## src/rtl/i3c_master_fsm.sv

```systemverilog
// I3C SDR master controller for one private single-byte transfer (write or read).
// Generates SCL and drives/samples SDA through START, address+RnW, ACK, data byte + ninth bit and STOP.

`ifndef DATA_WIDTH
`define DATA_WIDTH 8
`endif
`ifndef STATE_WIDTH
`define STATE_WIDTH 3
`endif
`ifndef I3C_ST_IDLE
`define I3C_ST_IDLE     3'd0
`define I3C_ST_START    3'd1
`define I3C_ST_ADDR     3'd2
`define I3C_ST_ADDR_ACK 3'd3
`define I3C_ST_DATA     3'd4
`define I3C_ST_STOP     3'd5
`endif

module i3c_master_fsm #(
    parameter int CLK_DIV    = 4,
    parameter int ADDR_WIDTH = 7
) (
    input  logic                    clk_i,
    input  logic                    rst_i,
    input  logic                    start_i,
    input  logic [ADDR_WIDTH-1:0]   addr_i,
    input  logic                    rnw_i,
    input  logic [`DATA_WIDTH-1:0]  wdata_i,
    input  logic                    sda_i,
    output logic                    scl_o,
    output logic                    sda_o,
    output logic                    sda_oe_o,
    output logic [`STATE_WIDTH-1:0] state_o,
    output logic                    busy_o,
    output logic                    done_o,
    output logic                    nack_o,
    output logic [`DATA_WIDTH-1:0]  rdata_o
);

    localparam int DW = `DATA_WIDTH;
    localparam int CW = (CLK_DIV >= 2) ? $clog2(CLK_DIV) : 1;
    localparam logic [CW-1:0] HALF_LAST = CW'(CLK_DIV - 1);
    localparam logic [3:0] ADDR_LAST      = 4'(ADDR_WIDTH);
    localparam logic [3:0] DATA_NINTH     = 4'(DW);
    localparam logic [3:0] DATA_LAST_BIT  = 4'(DW - 1);

    typedef enum logic [`STATE_WIDTH-1:0] {
        ST_IDLE     = `I3C_ST_IDLE,
        ST_START    = `I3C_ST_START,
        ST_ADDR     = `I3C_ST_ADDR,
        ST_ADDR_ACK = `I3C_ST_ADDR_ACK,
        ST_DATA     = `I3C_ST_DATA,
        ST_STOP     = `I3C_ST_STOP
    } state_t;

    state_t              state;
    logic [CW-1:0]       half_cnt;
    logic [1:0]          phase;
    logic [3:0]          bit_cnt;
    logic [ADDR_WIDTH:0] addr_shift;
    logic [DW-1:0]       tx_shift;
    logic [DW-1:0]       rx_shift;
    logic                rnw_q;
    logic                sampled;

    logic half_last;
    logic in_slot;
    logic scl_rise;
    logic sample_pt;
    logic slot_end;

    // Bit slots are a low half-period followed by a high half-period; phase 0 = low, 1 = high.
    assign half_last = (half_cnt == HALF_LAST);
    assign in_slot   = (state == ST_ADDR) || (state == ST_ADDR_ACK) || (state == ST_DATA);
    assign scl_rise  = in_slot && (phase == 2'd0) && half_last;
    assign sample_pt = in_slot && (phase == 2'd1) && (half_cnt == '0);
    assign slot_end  = in_slot && (phase == 2'd1) && half_last;
    assign state_o   = state;

    always_ff @(posedge clk_i) begin
        if (rst_i) begin
            state      <= ST_IDLE;
            half_cnt   <= '0;
            phase      <= 2'd0;
            bit_cnt    <= 4'd0;
            addr_shift <= '0;
            tx_shift   <= '0;
            rx_shift   <= '0;
            rnw_q      <= 1'b0;
            sampled    <= 1'b0;
            scl_o      <= 1'b1;
            sda_o      <= 1'b1;
            sda_oe_o   <= 1'b1;
            busy_o     <= 1'b0;
            done_o     <= 1'b0;
            nack_o     <= 1'b0;
            rdata_o    <= '0;
        end else begin
            done_o <= 1'b0;
            if (state != ST_IDLE) begin
                half_cnt <= half_last ? '0 : half_cnt + CW'(1);
            end
            if (scl_rise) begin
                phase <= 2'd1;
                scl_o <= 1'b1;
            end
            if (slot_end) begin
                phase <= 2'd0;
                scl_o <= 1'b0;
            end
            if (sample_pt) begin
                sampled <= sda_i;
                if (state == ST_DATA && rnw_q && bit_cnt != DATA_NINTH) begin
                    rx_shift <= {rx_shift[DW-2:0], sda_i};
                end
            end

            case (state)
                ST_IDLE: begin
                    half_cnt <= '0;
                    phase    <= 2'd0;
                    bit_cnt  <= 4'd0;
                    if (start_i) begin
                        addr_shift <= {addr_i, rnw_i};
                        rnw_q      <= rnw_i;
                        tx_shift   <= wdata_i;
                        nack_o     <= 1'b0;
                        busy_o     <= 1'b1;
                        scl_o      <= 1'b1;
                        sda_o      <= 1'b0;
                        sda_oe_o   <= 1'b1;
                        state      <= ST_START;
                    end
                end

                ST_START: begin
                    if (half_last) begin
                        if (phase == 2'd0) begin
                            phase <= 2'd1;
                            scl_o <= 1'b0;
                        end else begin
                            phase   <= 2'd0;
                            bit_cnt <= 4'd0;
                            sda_o   <= addr_shift[ADDR_WIDTH];
                            state   <= ST_ADDR;
                        end
                    end
                end

                ST_ADDR: begin
                    if (slot_end) begin
                        if (bit_cnt == ADDR_LAST) begin
                            bit_cnt  <= 4'd0;
                            sda_oe_o <= 1'b0;
                            sda_o    <= 1'b1;
                            state    <= ST_ADDR_ACK;
                        end else begin
                            bit_cnt    <= bit_cnt + 4'd1;
                            addr_shift <= {addr_shift[ADDR_WIDTH-1:0], 1'b0};
                            sda_o      <= addr_shift[ADDR_WIDTH-1];
                        end
                    end
                end

                ST_ADDR_ACK: begin
                    if (slot_end) begin
                        if (sampled) begin
                            nack_o   <= 1'b1;
                            sda_oe_o <= 1'b1;
                            sda_o    <= 1'b0;
                            state    <= ST_STOP;
                        end else begin
                            bit_cnt  <= 4'd0;
                            sda_oe_o <= ~rnw_q;
                            sda_o    <= rnw_q ? 1'b1 : tx_shift[DW-1];
                            state    <= ST_DATA;
                        end
                    end
                end

                // Slots 0..DW-1 carry the byte; slot DW is the ninth bit (target ACK or master end-of-read).
                ST_DATA: begin
                    if (slot_end) begin
                        if (bit_cnt == DATA_NINTH) begin
                            if (rnw_q) begin
                                rdata_o <= rx_shift;
                            end else if (sampled) begin
                                nack_o <= 1'b1;
                            end
                            sda_oe_o <= 1'b1;
                            sda_o    <= 1'b0;
                            state    <= ST_STOP;
                        end else if (bit_cnt == DATA_LAST_BIT) begin
                            bit_cnt  <= DATA_NINTH;
                            sda_oe_o <= rnw_q;
                            sda_o    <= 1'b1;
                        end else begin
                            bit_cnt  <= bit_cnt + 4'd1;
                            tx_shift <= {tx_shift[DW-2:0], 1'b0};
                            if (!rnw_q) begin
                                sda_o <= tx_shift[DW-2];
                            end
                        end
                    end
                end

                // STOP: SCL low/SDA low, then SCL high/SDA low, then SDA high for the bus-free time.
                ST_STOP: begin
                    if (half_last) begin
                        case (phase)
                            2'd0: begin
                                phase <= 2'd1;
                                scl_o <= 1'b1;
                            end
                            2'd1: begin
                                phase <= 2'd2;
                                sda_o <= 1'b1;
                            end
                            default: begin
                                phase  <= 2'd0;
                                busy_o <= 1'b0;
                                done_o <= 1'b1;
                                state  <= ST_IDLE;
                            end
                        endcase
                    end
                end

                default: begin
                    state <= ST_IDLE;
                end
            endcase
        end
    end

endmodule

```

## config.mk

```make
export PLATFORM = sky130hd
export DESIGN_NAME = i3c_master_fsm
export DESIGN_NICKNAME = d
export VERILOG_FILES = /design/src/rtl/i3c_master_fsm.sv
export SDC_FILE = /design/constraint.sdc
export NUM_CORES = 1
export LEC_CHECK = 0
export CELL_PAD_IN_SITES_DETAIL_PLACEMENT = 0
export CELL_PAD_IN_SITES_GLOBAL_PLACEMENT = 1
export CORE_ASPECT_RATIO = 1.5
export CORE_MARGIN = 2
export CORE_UTILIZATION = 41
export DETAILED_ROUTE_END_ITERATION = 12
export GPL_TIMING_DRIVEN = 0
export PLACE_DENSITY_LB_ADDON = 0.1
export SYNTH_ARGS = -nofsm -noshare
export SYNTH_HDL_FRONTEND = slang
export SYNTH_SLANG_ARGS = --single-unit
```

## constraint.sdc

```tcl
create_clock -name clk_i -period 2.5 [get_ports clk_i]
set_input_delay 0.5 -clock clk_i [delete_from_list [all_inputs] [get_ports clk_i]]
set_output_delay 0.5 -clock clk_i [all_outputs]
set_load 0.02 [all_outputs]
```

==> run metrics <==
WHS=0.479 ns; Max Cap Viol=0; initial core utilization=42.6%; xor/xnor cell area share of the yosys netlist=0%; Via Count=2,429; clock group share of total power=23.9%; Mapped Area=2630 sq um; Reg clk slew, reported paths=0.09 ns; first-pass GRT wire length=11,300 um; Synth area leader=dfxtp_1; total congestion overflow=0; unrepaired setup endpoints after global routing=false; worst setup skew after layout=0.00824 ns; filler cell count=626; Rows=35; final worst-path cycle share=90.8%; Ant. Diodes=0; Synth Net Count=337; CTS tree=done; final worst setup slack=0.230 ns; LEAKAGE=1.27 nW; post-synth top area share=38.8%; P&R area growth vs syn=21.1%; worst skew pair latency=0.31 ns; power per cell area=741 nW/um^2; drt first-iter violations=149; P_int=0.00155 W; Place WS=-0.0121 ns; combinational family with the most area after synthesis=simple AND/OR/NAND/NOR gates; Net Switching=0.000811 W; antenna-violating nets left=0; number of distinct library cells after synthesis=53; Max Buffers Root-to-Sink=2; Num Clock Sinks=51; Worst VDD drop=311 uV; Placeable Area=6170 sq um; vias in the first global route=2,252; die height=102 um; status=complete, no violations; setup repair bufs after CTS=0; critical path class=flop to flop; Final Setup Violations=0; drt first pass iters=4; # IOs=37; DR DRC count=0; flops & latches, synth=51; share of synthesized registers carrying an async set or reset=0%; CTS H-tree lvls=2; Post-DP HPWL=5060 um; worst-path maximum fanout=10; share of the synthesized area in compound gates (AO/OA/AOI/OAI)=19.6%; Seq/Total Area, Yosys=38.8%; Comb power frac=35.1%; Die Width=69.4 um; Synth top cells by count=56 x nor2_1, 51 x dfxtp_1, 28 x mux2i_1, 28 x nand2_1, 22 x a21oi_1; layout cells sized above 1=6.18%; Synth Area in Adders=1.90%; initial antenna violation count=0; drt via density=5.65; die area=7080 sq um; Critical Path End Type=flop; most frequent cell after synthesis=nor2_1; fin util=51.6%; number of synthesized flops with an enable pin=0; power share of the sequential group=41.0%; Final Hold Vio Count=0; max-slew violations=0; Routed WL per cell=16.0 um; Tightest Pin Transition=0.545 ns; Post-Syn Instances=313; Max-slew headroom=63.5%; Arr. time, crit path=2.46 ns; largest net degree at the start of global routing=15; final wirelength=6880 um; PortBufs=36; synth warn=0; root buffer cell=clkbuf_8; leading post-synthesis cells by cell area=dfxtp_1 39%, mux2i_1 11%, nor2_1 8.0%, a21oi_1 4.2%, nand2_1 4.0%; global-route usage over all layers=20.0%; Tmin final=2.27 ns; Switching Share=34.3%; mux cell area share after synthesis=10.7%; hold buffer count at CTS=0; total power=0.00236 W; simple-gate share of the synthesized area=23.4%; gpl congestion=0.917; CTS Buf Count=5; syn avg cell area=8.40 sq um; Max Clock Freq=441 MHz; Worst Hold Class=flop to flop; CTS-repair resized insts=0; nets=380; most common flop cell mapped by yosys=dfxtp_1; worst path required time=2.69 ns; Worst setup SP type=flop
## path summary, 6_finish.rpt
kind	startpoint	endpoint	slack, ns	cells past startpoint
worst max-delay path	half_cnt[0]$_SDFFE_PP0N_	addr_shift[2]$_SDFFE_PP0P_	0.23	9
worst min-delay path	tx_shift[0]$_SDFFE_PP0P_	tx_shift[0]$_SDFFE_PP0P_	0.48	2
worst max register to register	half_cnt[0]$_SDFFE_PP0N_	addr_shift[2]$_SDFFE_PP0P_	0.23	9
worst min register to register	tx_shift[0]$_SDFFE_PP0P_	tx_shift[0]$_SDFFE_PP0P_	0.48	2
## cells by family (layout without fill, tap and decap cells)
family,Yosys count,after routing
adders and majority gates,4,4
DFF,51,51
and+or+nand+nor,122,122
buffers and inverters,33,76
AOI/OAI and AO/OA,75,75
muxes,28,28
## metal layers
layer | global-route usage (%) | share of wire (%)
met5 | 0 | 0
met2 | 36.4 | 51
met1 | 23.2 | 43
met4 | 8.90 | 2.4
met3 | 2.86 | 3.4
## flip-flops by register name (all words and copies together), names as in the netlist, 2 cells and up
signal / cells
half_cnt: 2
rdata_o: 8
bit_cnt: 4
phase: 2
state_o: 3
rx_shift: 8
tx_shift: 8
addr_shift: 8
## through the flow
step | setup TNS [ns] | instances | instance area (sq um)
finish | 0 | 430 | 3180
global route | 0 | 430 | 3180
CTS | 0 | 430 | 3180
detailed placement | -0.0198 | 423 | 3080
global placement | -0.00314 | 423 | 3080
floorplan | 0 | 313 | 2630
## layout make-up
class,instances,area [sq um],share of cell area (%)
Timing Repair Buffer,36,360,11.3
Multi-Input combinational cell,229,1460,45.9
Sequential cell,51,1020,32.1
Clock buffer,6,72.6,2.28
Buffer,24,114,3.58
Inverter,9,33.8,1.06
Tap cell,74,92.6,2.91
Clock inverter,1,30.0,0.943
## placed cells by master, fill, tap and decap left out, types with 5 or more instances in the layout
cell type        count
inv_1                9
nor2_1              56
o21ai_0             11
clkbuf_8             5
clkdlybuf4s50_1     36
a31oi_1              9
clkbuf_1            14
dfxtp_1             51
nor3_1               7
a21oi_1             22
mux2i_1             28
a311oi_1             8
nand2_1             28
## power groups by stage
| stage | Clock, W | Combinational [W] | Sequential (W) |
|---|---|---|---|
| finish | 0.000565 | 0.000828 | 0.000967 |
| global route | 0.000618 | 0.000906 | 0.000982 |
| floorplan | 0 | 0.000549 | 0.00101 |
| CTS | 0.000586 | 0.000824 | 0.000969 |
| global placement | 0 | 0.000816 | 0.000985 |
| detailed placement | 0 | 0.000820 | 0.000989 |
## worst max-delay path, cell delays in order, from the launching register on
cell and delay [ns]:
dfxtp_1 0.33, ha_1 0.19, clkbuf_1 0.21, and3b_1 0.24, clkbuf_1 0.18, a31oi_1 0.45, buf_2 0.31, nor2_1 0.07
a21oi_1 0.12, nor2_1 0.05
No activity file was read; power rests on OpenSTA's default activity.
